==> config.mk <==
export PLATFORM = sky130hd
export DESIGN_NAME = game_tick_scheduler
export DESIGN_NICKNAME = d
export VERILOG_FILES = /design/src/rtl/game_pkg.sv /design/src/rtl/tick_prescaler.sv /design/src/rtl/game_tick_scheduler.sv
export SDC_FILE = /design/constraint.sdc
export NUM_CORES = 1
export LEC_CHECK = 0
export ABC_AREA = 1
export BUFFER_PORTS_ARGS = -buffer_cell sky130_fd_sc_hd__clkbuf_2
export CELL_PAD_IN_SITES_DETAIL_PLACEMENT = 1
export CELL_PAD_IN_SITES_GLOBAL_PLACEMENT = 1
export CORE_UTILIZATION = 47
export DETAILED_ROUTE_END_ITERATION = 6
export PLACE_DENSITY = 0.85
export SLEW_MARGIN = 20
export SYNTH_ARGS = -nofsm -noshare
export SYNTH_HDL_FRONTEND = slang
export SYNTH_HIERARCHICAL = 1
export SYNTH_SLANG_ARGS = --single-unit
==> constraint.sdc <==
create_clock -name i_clk -period 4.2 [get_ports i_clk]
set_input_delay 0.84 -clock i_clk [delete_from_list [all_inputs] [get_ports i_clk]]
set_output_delay 0.84 -clock i_clk [all_outputs]
set_load 0.05 [all_outputs]
==> src/rtl/game_pkg.sv <==
// Shared types and constants for the game frame sequencer and its tick source.
package game_pkg;

  localparam int unsigned CLK_HZ_DEF  = 100_000_000;
  localparam int unsigned TICK_HZ_DEF = 100;
  localparam int unsigned IDX_W       = 3;
  localparam int unsigned FRAME_W     = 16;
  localparam int unsigned OVR_W       = 8;

  localparam int unsigned PH_INPUT    = 0;
  localparam int unsigned PH_PLAYER   = 1;
  localparam int unsigned PH_OBJECTS  = 2;
  localparam int unsigned PH_COLLIDE  = 3;

  typedef enum logic [1:0] {
    ST_IDLE  = 2'd0,
    ST_START = 2'd1,
    ST_WAIT  = 2'd2
  } sched_state_e;

endpackage

==> src/rtl/tick_prescaler.sv <==
// Divides clk by CLK_HZ/TICK_HZ and emits a one-cycle enable pulse when the
// count sits at its terminal value; shared with the VGA/animation logic.
module tick_prescaler
  import game_pkg::*;
#(
  parameter int unsigned CLK_HZ  = CLK_HZ_DEF,
  parameter int unsigned TICK_HZ = TICK_HZ_DEF
) (
  input  logic i_clk,
  input  logic i_rst_n,
  input  logic i_en,
  output logic o_tick
);

  localparam int unsigned DIV   = CLK_HZ / TICK_HZ;
  localparam int unsigned CNT_W = $clog2(DIV);

  if (DIV < 2 || (CLK_HZ % TICK_HZ) != 0) begin : g_bad_div
    $error("tick_prescaler: CLK_HZ/TICK_HZ must be a whole number >= 2");
  end

  logic [CNT_W-1:0] r_cnt;
  logic             r_tick;

  // Tick is registered one step early so it lines up with count == DIV-1.
  always_ff @(posedge i_clk or negedge i_rst_n) begin
    if (!i_rst_n) begin
      r_cnt  <= '0;
      r_tick <= 1'b0;
    end else if (!i_en) begin
      r_cnt  <= '0;
      r_tick <= 1'b0;
    end else begin
      r_cnt  <= (r_cnt == CNT_W'(DIV - 1)) ? '0 : r_cnt + CNT_W'(1);
      r_tick <= (r_cnt == CNT_W'(DIV - 2));
    end
  end

  assign o_tick = r_tick;

endmodule

==> src/rtl/game_tick_scheduler.sv <==
// Frame sequencer: on each accepted game tick, runs the update phases in order
// with a start/done handshake, and tracks frames, overruns and phase timeouts.
module game_tick_scheduler
  import game_pkg::*;
#(
  parameter int unsigned CLK_HZ     = CLK_HZ_DEF,
  parameter int unsigned TICK_HZ    = TICK_HZ_DEF,
  parameter int unsigned NUM_PHASES = 4,
  parameter int unsigned TIMEOUT    = 65535
) (
  input  logic                  i_clk,
  input  logic                  i_rst_n,
  input  logic                  i_en,
  input  logic                  i_pause,
  input  logic                  i_clr_err,
  input  logic [NUM_PHASES-1:0] i_phase_done,
  output logic                  o_tick,
  output logic [NUM_PHASES-1:0] o_phase_start,
  output logic                  o_busy,
  output logic [IDX_W-1:0]      o_cur_phase,
  output logic [FRAME_W-1:0]    o_frame_cnt,
  output logic [OVR_W-1:0]      o_overrun_cnt,
  output logic [NUM_PHASES-1:0] o_timeout_err
);

  localparam int unsigned TO_W = $clog2(TIMEOUT + 1);

  if (NUM_PHASES < 1 || NUM_PHASES > 8 || TIMEOUT < 1) begin : g_bad_cfg
    $error("game_tick_scheduler: NUM_PHASES must be 1..8 and TIMEOUT >= 1");
  end

  sched_state_e          r_state, w_state_nxt;
  logic [IDX_W-1:0]      r_idx, w_idx_nxt;
  logic [TO_W-1:0]       r_tcnt, w_tcnt_nxt;
  logic                  w_tick, w_adv, w_timeout, w_last;
  logic [7:0]            w_done_ext, w_idx_mask, w_nxt_mask;

  logic                  r_busy;
  logic [IDX_W-1:0]      r_cur_phase;
  logic [NUM_PHASES-1:0] r_phase_start, r_timeout_err;
  logic [FRAME_W-1:0]    r_frame_cnt;
  logic [OVR_W-1:0]      r_overrun_cnt;

  tick_prescaler #(
    .CLK_HZ  (CLK_HZ),
    .TICK_HZ (TICK_HZ)
  ) u_prescaler (
    .i_clk   (i_clk),
    .i_rst_n (i_rst_n),
    .i_en    (i_en),
    .o_tick  (w_tick)
  );

  // Zero-extend to 8 lanes so a 3-bit index always selects in range.
  assign w_done_ext = 8'(i_phase_done);
  assign w_idx_mask = 8'(1) << r_idx;
  assign w_nxt_mask = 8'(1) << w_idx_nxt;
  assign w_last     = (r_idx == IDX_W'(NUM_PHASES - 1));

  always_comb begin
    w_state_nxt = r_state;
    w_idx_nxt   = r_idx;
    w_tcnt_nxt  = r_tcnt;
    w_adv       = 1'b0;
    w_timeout   = 1'b0;
    case (r_state)
      ST_IDLE: begin
        if (w_tick && !i_pause) begin
          w_state_nxt = ST_START;
          w_idx_nxt   = '0;
        end
      end
      ST_START: begin
        w_state_nxt = ST_WAIT;
        w_tcnt_nxt  = '0;
      end
      ST_WAIT: begin
        // Done beats timeout when both land in the same cycle.
        if (w_done_ext[r_idx]) begin
          w_adv = 1'b1;
        end else if (r_tcnt == TO_W'(TIMEOUT - 1)) begin
          w_adv     = 1'b1;
          w_timeout = 1'b1;
        end else begin
          w_tcnt_nxt = r_tcnt + TO_W'(1);
        end
        if (w_adv) begin
          if (w_last) begin
            w_state_nxt = ST_IDLE;
            w_idx_nxt   = '0;
          end else begin
            w_state_nxt = ST_START;
            w_idx_nxt   = r_idx + IDX_W'(1);
          end
        end
      end
      default: w_state_nxt = ST_IDLE;
    endcase
  end

  always_ff @(posedge i_clk or negedge i_rst_n) begin
    if (!i_rst_n) begin
      r_state <= ST_IDLE;
      r_idx   <= '0;
      r_tcnt  <= '0;
    end else begin
      r_state <= w_state_nxt;
      r_idx   <= w_idx_nxt;
      r_tcnt  <= w_tcnt_nxt;
    end
  end

  // Outputs are registered from next-state so they align with the FSM state.
  always_ff @(posedge i_clk or negedge i_rst_n) begin
    if (!i_rst_n) begin
      r_busy        <= 1'b0;
      r_cur_phase   <= '0;
      r_phase_start <= '0;
      r_frame_cnt   <= '0;
      r_overrun_cnt <= '0;
      r_timeout_err <= '0;
    end else begin
      r_busy        <= (w_state_nxt != ST_IDLE);
      r_cur_phase   <= (w_state_nxt == ST_IDLE) ? '0 : w_idx_nxt;
      r_phase_start <= (w_state_nxt == ST_START) ? NUM_PHASES'(w_nxt_mask) : '0;
      if (w_adv && w_last) begin
        r_frame_cnt <= r_frame_cnt + FRAME_W'(1);
      end
      if (i_clr_err) begin
        r_overrun_cnt <= '0;
        r_timeout_err <= '0;
      end else begin
        if (w_tick && (r_state != ST_IDLE) && (r_overrun_cnt != '1)) begin
          r_overrun_cnt <= r_overrun_cnt + OVR_W'(1);
        end
        if (w_timeout) begin
          r_timeout_err <= r_timeout_err | NUM_PHASES'(w_idx_mask);
        end
      end
    end
  end

  assign o_tick        = w_tick;
  assign o_busy        = r_busy;
  assign o_cur_phase   = r_cur_phase;
  assign o_phase_start = r_phase_start;
  assign o_frame_cnt   = r_frame_cnt;
  assign o_overrun_cnt = r_overrun_cnt;
  assign o_timeout_err = r_timeout_err;

endmodule

# Word-level counts from Yosys, hierarchy flattened
# Cells that the tools add are included.
[classes]
order_cmp = 1
n_reduce_logical = 13
shifts = 2
bitwise = 1
eq_ne = 10
muxes = 28
addsub = 5
[op_table]
columns = ["op", "n"]
rows = [
  ["equality test 20 bit (second input constant)", 2],
  ["two-way mux 20 bit", 2],
  ["adder 16 x 1 -> 16 bit (second input constant)", 2],
  ["two-way mux 16 bit", 2],
  ["one-hot mux 16 bit (2 select lines)", 1],
  ["adder 20 x 1 -> 20 bit (second input constant)", 1],
  ["equality test 16 bit (second input constant)", 1],
  ["two-way mux 8 bit", 2],
  ["two-way mux 3 bit", 4],
  ["two-way mux 4 bit", 3],
  ["nonzero test 2 bit", 5],
  ["two-way mux 1 bit", 9],
  ["adder 8 x 1 -> 8 bit (second input constant)", 1],
  ["inequality test 8 bit (second input constant)", 1],
  ["left shift 1 x 3 -> 4 bit (first input constant)", 2],
  ["one-hot mux 2 bit (3 select lines)", 1],
  ["one-hot mux 3 bit (2 select lines)", 1],
  ["equality test 2 x 1 -> 1 bit (second input constant)", 2],
  ["logical AND 1 bit", 4],
  ["zero test 2 bit", 2],
  ["< comparator 3 x 4 -> 1 bit (second input constant)", 1],
  ["two-way mux 2 bit", 2],
  ["inequality test 2 bit (second input constant)", 2],
  ["bitwise OR 4 bit", 1],
  ["other kinds (6)", 6],
]
[totals]
out_inout_bits = 37
inputBits = 9
register_bits = 78
wordCells = 71

# Logic depth before layout (Yosys ltp)
# Gate-level depths: netlist of run 1.
[depth]
word_depth = 8
ltp_mapped = 11

# By module
# Netlist of run 1, hierarchy kept.
[modules_own_cells]
columns = ["module", "area_each_um2", "n_inst", "cells_per_inst"]
rows = [
  ["game_tick_scheduler", 3195.6, 1, 402],
  ["tick_prescaler", 1192.4, 1, 158],
]

# Worst setup path before layout of run 1
# Ideal clock, no wire load.
[synth_path]
kind = "reg-to-reg"
from = "register r_frame_cnt[0] (netlist: o_frame_cnt[0])"
to = "register r_frame_cnt[14] (netlist: o_frame_cnt[14])"
stages_incl_launch_ff = 8
arrival_time_ns = 1.702
n_path_buf = 0
setup_time_ns = 0.127
path_slack_ns = 2.371
path_cell_list = "dfrtp_1 > ha_1 > nand3_1 > nor2_1 > nand4_1 > xor2_1 > nand2_1 > o21ai_0"
[synth_via]
elab_chain_len = 1
[synth_rtl]
columns = ["element", "line", "text"]
rows = [
  ["from (decl)", "game_tick_scheduler.sv:41", "logic [FRAME_W-1:0] r_frame_cnt;"],
  ["from (signal assigned)", "game_tick_scheduler.sv:127", "r_frame_cnt <= r_frame_cnt + FRAME_W'(1);"],
  ["adder 16 x 1 -> 16 bit", "game_tick_scheduler.sv:127", ""],
]
# Every way passes these cells.
# A chain may end at the register's enable or synchronous reset.

# Worst setup path after layout of run 1
[layout_path]
from = "register r_tcnt[0]"
to = "register r_frame_cnt[7] (netlist: o_frame_cnt[7])"
[layout_via]
elab_chain_len = 6
[layout_rtl]
columns = ["element", "line", "text"]
rows = [
  ["from (decl)", "game_tick_scheduler.sv:34", "logic [TO_W-1:0] r_tcnt, w_tcnt_nxt;"],
  ["from (signal assigned)", "game_tick_scheduler.sv:109", "r_tcnt <= w_tcnt_nxt;"],
  ["equality test 16 bit", "game_tick_scheduler.sv:81", "end else if (r_tcnt == TO_W'(TIMEOUT - 1)) begin"],
  ["two-way mux 1 bit", "game_tick_scheduler.sv:81", ""],
  ["two-way mux 1 bit", "game_tick_scheduler.sv:79", "if (w_done_ext[r_idx]) begin"],
  ["two-way mux 1 bit (2 in series)", "game_tick_scheduler.sv:66", "case (r_state)"],
  ["logical AND 1 bit", "game_tick_scheduler.sv:126", "if (w_adv && w_last) begin"],
]
# Every way passes these cells. The select of a mux whose other input is x is not followed.

==> results.yml, run 1 <==
status:
  outcome: "finished clean"
yosys:
  syn_area_um2: 4390
  synth.most_common_cell: "nand2_1"
  synthArstFlopShare: 1.00
  synthFlopType: "dfrtp_1"
  avgSynthCellArea_um2: 7.84
  yosysTopAreaCell: "dfrtp_1"
  synth.top_cell.area_share: 0.445
  synth_commonest_cells: "nand2_1, nor2_1, dfrtp_1"
  yosys_warnings: 6
  ys_ff_latch: 78
  synth.distinct_cells: 36
  synth_fp_nets: 579
  yosysSeqAreaShare: 0.445
  synth_edf_count: 0
  yosys-top-cells-area: "dfrtp_1, nand2_1, nor2_1"
  synthCells: 560
finish:
  final_nets: 630
  diodes: 0
  fillers: 1145
  drive_gt1_frac: 0.161
  final_area_um2: 4910
  syn_to_final_growth_pct: 11.9
timing:
  hold_viol_final: 0
  fmax_mhz: 500
  setup_viol: 0
  period_needed_ps: 2000
  slew_violations: 0
  rsz0062_at_grt: "false"
  fin_crit_sh: 0.476
  whs_ps: 497
  tns_ps: 0
  setup_ws_ps: 2200
  slew_headroom: 0.525
  tightest_slew_ps: 713
  clock_skew_ps: 13.1
placed_design:
  placedInstanceArea_um2: 4710
  dp_hpwl_um: 8020
  numPortBuffers: 45
  preCtsSetupSlack_ps: 1990
  place_congestion: 0.850
setup_path:
  critPathMaxStageDelay_ps: 390
  crit_path_end_kind: "flip-flop"
  crit_fanout: 22
  crit_chain: "inv_1 > ha_1 > nand3_1 > nor2_4 > nand2_4 > nand2_8 > nand2_4 > nor2_4 > o21ai_0 > o21ai_0"
  rr_worst_depth: 10
  crit_family: "simple AND/OR/NAND/NOR gates"
  required_ps: 4480
  arrival_ps: 2280
  criticalPathCategory: "reg2reg"
  path_depth: 10
  startpoint_type: "flip-flop"
  crit_buf_inv: 1
  slowest_stage: "dfrtp_1"
power_and_ir_drop:
  p_leak_nw: 2.42
  powerDensity_nw_per_um2: 427
  vdd_ir_drop_max_uv: 202
global_route:
  grt_pass1_wl_um: 19200
  grt_start_max_net_pins: 79
  grtUsageTotal: 0.252
  antenna_found_initial: 0
  first_global_vias: 3986
  gr-total-overflow: 0
die:
  die_area_um2: 9730
  initial_utilization: 0.494
  die_w_um: 98.6
  coreArea_um2: 8890
  die_y_um: 98.6
  row_count: 34
  ios: 46
clock_tree:
  h-tree-depth: 3
  clk_path_buf_depth: 2
  cts.sinks: 78
  post_cts_buffers: 0
  insertion_delay_ps: 370
  path_clk_slew_ps: 90
  cts-root-buf: "clkbuf_8"
  cts_buffers: 9
  cts_hold_buf: 0
  cts_tree: "built"
  cts_resized: 0
min_path:
  min_path_type: "in2async"
route:
  drc: 0
  drtAntennaViolNets: 0
  drt_iter0_drc: 124
  viasPerCell: 5.24
  post_drt_wl_per_cell_um: 15.3
  dr.pass1.iters: 4
  num_vias: 3796
  drt_wl_total_um: 11100
run:
  maxCapViolCount: 0
## kinds of logic after synthesis
kind of cell / Yosys count / share of synthesized area
DFF: 78 / 0.445
adders and majority gates: 10 / 0.0285
buffers and inverters: 86 / 0.0827
AOI/OAI and AO/OA: 56 / 0.0667
and+or+nand+nor: 308 / 0.332
xor gates and xnor gates: 22 / 0.0456
## final timing paths
path	start	endpoint	slack (ps)
worst max-delay path	r_tcnt[0]	o_frame_cnt[7]	2200
worst min-delay path	i_rst_n	r_tcnt[8]	500
worst max register to register	r_tcnt[0]	o_frame_cnt[7]	2200
worst min register to register	u_prescaler/r_cnt[0]	u_prescaler/r_cnt[0]	500
max in group asynchronous	i_rst_n	u_prescaler/r_cnt[0]	3210
min in group i_clk	u_prescaler/r_cnt[0]	u_prescaler/r_cnt[0]	500
## report_power, final
group	leakage [nW]	internal (mW)	switching (mW)	total (mW)
sequential	1.05	0.815	0.0682	0.883
combinational	1.28	0.156	0.475	0.630
clock	0.0914	0.275	0.309	0.585
## state kept, by name (all words and copies together) (netlist names)
signal / count
r_tcnt: 16
r_state: 2
o_timeout_err: 4
o_busy: 1
o_frame_cnt: 16
u_prescaler/r_cnt: 20
u_prescaler/o_tick: 1
o_overrun_cnt: 8
r_idx: 3
o_cur_phase: 3
o_phase_start: 4
## worst register-to-register path, cell delays in order (launching register included)
cell and delay, ps:
dfrtp_1 390, inv_1 160, ha_1 200, nand3_1 130
nor2_4 140, nand2_4 100, nand2_8 110, nand2_4 60
nor2_4 390, o21ai_0 160, o21ai_0 110
## area by class of cell
| type | count | area, µm² | share of cell area |
|---|---|---|---|
| clock buffers | 9 | 124 | 0.0252 |
| clock inverters | 7 | 75.1 | 0.0153 |
| inverters | 81 | 318 | 0.0647 |
| multi-input cells | 396 | 2070 | 0.422 |
| flip-flops and latches | 78 | 1950 | 0.398 |
| well taps | 108 | 135 | 0.0275 |
| repair buffers | 45 | 231 | 0.0472 |
## metrics by stage
stage | cells | utilization | power [mW]
after floorplan | 560 | - | 1.36
after global placement | 708 | 0.529 | 1.49
after detailed placement | 708 | 0.529 | 1.52
after CTS | 724 | 0.552 | 2.11
after global routing | 724 | 0.552 | 2.20
final | 724 | 0.552 | 2.10
## layer usage
layer | track usage | part of all wire | wire length (µm) | vias up
met2 | 0.436 | 0.50 | 5540 | 53
met5 | 0 | 0 | 0 | -
met4 | 0.0964 | 0.018 | 198 | 0
met3 | 0.0305 | 0.023 | 256 | 17
li1 | - | - | - | 1877
met1 | 0.324 | 0.46 | 5080 | 1849
## placed cells by master (no fill, tap or decap), types with 9 or more instances in the layout
cell type and n:
ha_1 10, clkbuf_8 9, nand4_1 23, inv_1 73, a21oi_1 14, nand3_1 33, nor2_1 81, clkbuf_2 44
dfrtp_1 78, xor2_1 17, o21ai_0 31, nand2_1 129
Power figures use the tool's default switching activity.
==> inputs of run 2 (changes only) <==
CORE_UTILIZATION = 40   (was 47)
PLACE_DENSITY = 0.77   (was 0.85)
clock period = 1.7 ns   (was 4.2 ns; I/O delays follow)
==> run 2 against run 1 <==
Compared with the run above:
- the flow now finishes with violations (setup timing)
- critical path depth increased by 1
- cell count increased by 8.7%
- core utilization decreased by 3.6 points
- via count increased by 7.3%
- sequential power increased by 150%
- sequential cell count unchanged
- hold slack got worse by 250 ps
- largest cell class unchanged
- global-route usage decreased by 4.3 points
- clock skew decreased by 1.5 ps
- routed wire length increased by 13%
- combinational power increased to 3.2 times the previous value
==> results.yml, run 2 (same netlist as run 1, synthesis figures left out) <==
status:
  outcome: "finished with violations"
  violations: "setup timing"
placed_design:
  place_congestion: 0.806
  placedInstanceArea_um2: 4910
  numPortBuffers: 45
  dp_hpwl_um: 8590
finish:
  regMostFlops: "u_prescaler/r_cnt"
  layout_commonest_cell: "nand2_1"
  diodes: 0
  utilization: 0.516
  largest_reg_flops: 20
  drive_gt1_frac: 0.241
  multiInputGateArea_um2: 2160
  final_area_um2: 5400
  mostFrequentLayoutCells: "nand2_1, nor2_1, dfrtp_1, inv_1, clkbuf_2"
  final_nets: 665
  fillers: 1307
  syn_to_final_growth_pct: 23.1
  seqCellArea_um2: 1960
setup_path:
  required_ps: 1980
  arrival_ps: 2020
  crit_path_end_kind: "flip-flop"
  crit_fanout: 6
  criticalPathCategory: "reg2reg"
  startpoint_type: "flip-flop"
route:
  num_vias: 4075
  drt_wl_total_um: 12500
  drt_iter0_drc: 124
  viasPerCell: 5.18
  post_drt_wl_per_cell_um: 15.9
  dr.pass1.iters: 4
  drc: 0
  drtAntennaViolNets: 0
clock_tree:
  cts-root-buf: "clkbuf_8"
  insertion_delay_ps: 350
  clk_path_buf_depth: 2
  path_clk_slew_ps: 80
  h-tree-depth: 3
  cts_buffers: 9
  cts_tree: "built"
  cts.sinks: 78
timing:
  slew_violations: 0
  hold_viol_final: 0
  fin_crit_sh: 1.02
  period_needed_ps: 1730
  fmax_mhz: 577
  setup_ws_ps: -34.1
  slew_headroom: 0.647
  rsz0062_at_grt: "true"
  tns_ps: -203
  setup_viol: 9
  tightest_slew_ps: 525
  clock_skew_ps: 11.6
  whs_ps: 244
die:
  coreArea_um2: 10500
  initial_utilization: 0.419
  row_count: 37
  ios: 46
  die_area_um2: 11400
  die_y_um: 107
  die_w_um: 107
run:
  maxCapViolCount: 0
min_path:
  min_path_type: "in2reg"
power_and_ir_drop:
  powerDensity_nw_per_um2: 1040
  p_leak_nw: 2.63
  vdd_ir_drop_max_uv: 611
global_route:
  gr-total-overflow: 0
  grt_pass1_wl_um: 18800
  first_global_vias: 4005
  grt_start_max_net_pins: 35
  antenna_found_initial: 0
  grtUsageTotal: 0.208
[run 2: metal layers]
metal | part of all wire | track usage
met3 | 0.025 | 0.0328
met5 | 0 | 0
met4 | 0.016 | 0.0528
met2 | 0.51 | 0.368
met1 | 0.45 | 0.265
[run 2: layout make-up]
| class | instances | area share |
|---|---|---|
| multi-input cells | 396 | 0.399 |
| flip-flops and latches | 78 | 0.362 |
| repair buffers | 80 | 0.110 |
| inverters | 81 | 0.0597 |
| well taps | 136 | 0.0315 |
| clock buffers | 11 | 0.0262 |
| clock inverters | 5 | 0.0109 |
[run 2: power by group]
part	switching, mW	internal (mW)	leakage, nW	total, mW
Sequential	0.181	2.02	1.04	2.20
Combinational	1.34	0.672	1.49	2.01
Clock	0.705	0.719	0.0955	1.42
Total	2.22	3.41	2.63	5.63
[run 2: final timing paths]
path | start | end | slack (ps) | cells after the start
max in group asynchronous | i_rst_n | u_prescaler/r_cnt[18] | 620 | 3
worst min-delay path | i_clr_err | o_timeout_err[2] | 240 | 2
worst min register to register | u_prescaler/r_cnt[0] | u_prescaler/r_cnt[0] | 490 | 1
worst max register to register | r_tcnt[0] | o_frame_cnt[7] | -30 | 11
worst max-delay path | r_tcnt[0] | o_frame_cnt[7] | -30 | 11
min in group asynchronous | i_rst_n | r_tcnt[8] | 490 | 2
[run 2: metrics by stage]
stage	cells	power [mW]	setup slack (ps)
detailed placement	752	3.92	15.9
global route	787	5.91	-132
finish	787	5.63	-34.1
global placement	752	3.84	111
floorplan	560	3.36	21.1
CTS	769	5.38	3.35
[run 2: repair_timing]
item	4_1_cts	5_1_grt
endpoints found under the setup margin	0	36
hold buffers	1	0
hold endpoints to repair	32	0
buffers inserted	0	15
gates resized for setup	0	40
[run 2: worst max-delay path: stages (launching register included)]
cell and delay (ps):
dfrtp_1 410, inv_2 90, ha_4 140, nand3_4 70
nor2_4 120, nand2_4 90, nand2_8 90, nand2_4 60
nor2_4 240, buf_12 160, o21ai_1 90, o21ai_1 100
==> inputs of run 3 (changes only) <==
CORE_ASPECT_RATIO = 0.5   (was not set)
==> run 3 against run 2 <==
Compared with the run above:
- the flow still finishes with violations (setup timing)
- maximum frequency is 2.2% lower
- register-to-register slack got worse by 40 ps
- die area is 0.23% higher
- non-clock buffer count increased by 1
- sequential cell count did not move
- highest routed layer unchanged
- critical path type unchanged
- first-iteration DRC count rose by 40%
==> results.yml, run 3 (same netlist as run 1, synthesis figures left out) <==
clock_tree:
  insertion_delay_ps: 350
  cts_buffers: 9
  clk_path_buf_depth: 2
  cts-root-buf: "clkbuf_16"
  path_clk_slew_ps: 60
  cts_tree: "built"
  h-tree-depth: 3
  cts.sinks: 78
placed_design:
  preCtsSetupSlack_ps: 8.29
  place_congestion: 0.835
  dp_cells: 759
  placedInstanceArea_um2: 4920
  dp_hpwl_um: 8390
  numPortBuffers: 45
power_and_ir_drop:
  seq_power_share: 0.345
  power.switching_mw: 2.39
  switching_share: 0.377
  vdd_ir_drop_max_uv: 600
  clockPowerShare: 0.318
  p_leak_nw: 2.68
  combPwrFrac: 0.337
  powerDensity_nw_per_um2: 1140
  p_int_mw: 3.95
timing:
  fmax_mhz: 564
  tightest_slew_ps: 380
  slew_headroom: 0.747
  period_needed_ps: 1770
  rsz0062_at_grt: "true"
  slew_violations: 0
  setup_ws_ps: -73.8
  setup_viol: 27
  fin_crit_sh: 1.04
  hold_viol_final: 0
  clock_skew_ps: 6.18
  tns_ps: -780
run:
  maxCapViolCount: 0
global_route:
  grt_start_max_net_pins: 44
  antenna_found_initial: 0
  gr-total-overflow: 0
  busiest_layer: "met2"
  grt_pass1_wl_um: 20800
  gr-usage-met1: 0.293
  met3_usage: 0.0509
  met2_usage: 0.400
  grtUsageTotal: 0.230
  first_global_vias: 4233
setup_path:
  critPathMaxStageDelay_ps: 420
  crit_chain: "inv_2 > ha_4 > nand3_4 > nor2_4 > nand2_4 > buf_6 > nand3_4 > nand2_8 > inv_6 > nand3_4 > nand2_1 > inv_1"
  crit_fanout: 6
  required_ps: 1940
  crit_path_end_kind: "flip-flop"
  startpoint_type: "flip-flop"
  arrival_ps: 2010
  criticalPathCategory: "reg2reg"
  critPathMostFrequentCell: "nand3_4"
  slowest_stage: "dfrtp_1"
finish:
  layout_commonest_cell: "nand2_1"
  drive_gt1_frac: 0.259
  regMostFlops: "u_prescaler/r_cnt"
  diodes: 0
  final_cells: 792
  final_nets: 666
  largest_reg_flops: 20
  mostFrequentLayoutCells: "nand2_1, nor2_1, dfrtp_1, inv_1, clkbuf_2"
  syn_to_final_growth_pct: 26.4
  final_area_um2: 5550
  fillers: 1283
route:
  num_vias: 4072
  drc: 0
  post_drt_wl_per_cell_um: 16.4
  dr.pass1.iters: 6
  viasPerCell: 5.14
  drt_wl_total_um: 13000
  drt_iter0_drc: 173
  drtAntennaViolNets: 0
die:
  row_count: 26
  ios: 46
  initial_utilization: 0.420
  die_w_um: 150
  die_area_um2: 11400
  die_y_um: 76.1
  coreArea_um2: 10400
status:
  violations: "setup timing"
  outcome: "finished with violations"
min_path:
  min_path_type: "in2reg"
[run 3: cell types whose count changed in the layout (fill, tap and decap cells not counted), sizes merged]
| cell | before | now |
|---|---|---|
| buf | 33 | 35 |
| clkbuf | 57 | 55 |
| clkinvlp | 2 | 1 |
| inv | 79 | 81 |
[run 3: cell type report]
class | count | area (µm²) | area share
inverter | 81 | 323 | 0.0582
sequential | 78 | 1960 | 0.353
clock inverter | 6 | 68.8 | 0.0124
multi-input combinational | 396 | 2210 | 0.398
tap | 140 | 175 | 0.0316
timing repair buffer | 81 | 574 | 0.104
clock buffer | 10 | 239 | 0.0431
[run 3: stage by stage]
step,hold WS (ps),power [mW],utilization
2_1_floorplan,44.4,3.36,-
3_3_place_gp,219,3.82,0.471
3_5_place_dp,219,3.86,0.471
4_1_cts,264,6.00,0.514
5_1_grt,280,6.66,0.531
6_report,264,6.34,0.531
[run 3: worst max-delay path: cells and delay by family (launching register included)]
kind	cells	cell delay, ps
fa+ha+maj	1	150
buf+inv	4	390
flops	1	420
simple gates	7	700
[run 3: worst paths after layout]
check / start / end / slack, ps / cells past startpoint
max: r_tcnt[0] / o_cur_phase[1] / -70 / 12
min: i_clr_err / o_timeout_err[1] / 260 / 2
max reg2reg: r_tcnt[0] / o_cur_phase[1] / -70 / 12
min reg2reg: u_prescaler/r_cnt[0] / u_prescaler/r_cnt[0] / 520 / 1
max in group asynchronous: i_rst_n / r_idx[0] / 740 / 3
min in group asynchronous: i_rst_n / u_prescaler/r_cnt[11] / 390 / 2
[run 3: timing repair]
item	in CTS	in global routing
hold buffers	1	0
setup buffers	5	10
cloned	2	1
pin swaps	4	10
endpoints found under the setup margin	2	43
gates resized for setup	11	53
endpoints found under the hold margin	13	0
[run 3: per-layer routing]
metal | wire [µm] | part of all wire | vias up
li1 | - | - | 1955
met1 | 5690 | 0.44 | 2042
met2 | 6790 | 0.52 | 65
met3 | 370 | 0.029 | 10
met4 | 115 | 0.0089 | 0
met5 | 0 | 0 | -
[run 3: power by group through the flow]
stage | registers (mW) | logic [mW] | clock network, mW
floorplan | 2.47 | 0.896 | 0
global placement | 2.19 | 1.63 | 0
detailed placement | 2.20 | 1.66 | 0
CTS | 2.17 | 1.77 | 2.06
global route | 2.20 | 2.32 | 2.14
finish | 2.19 | 2.14 | 2.02
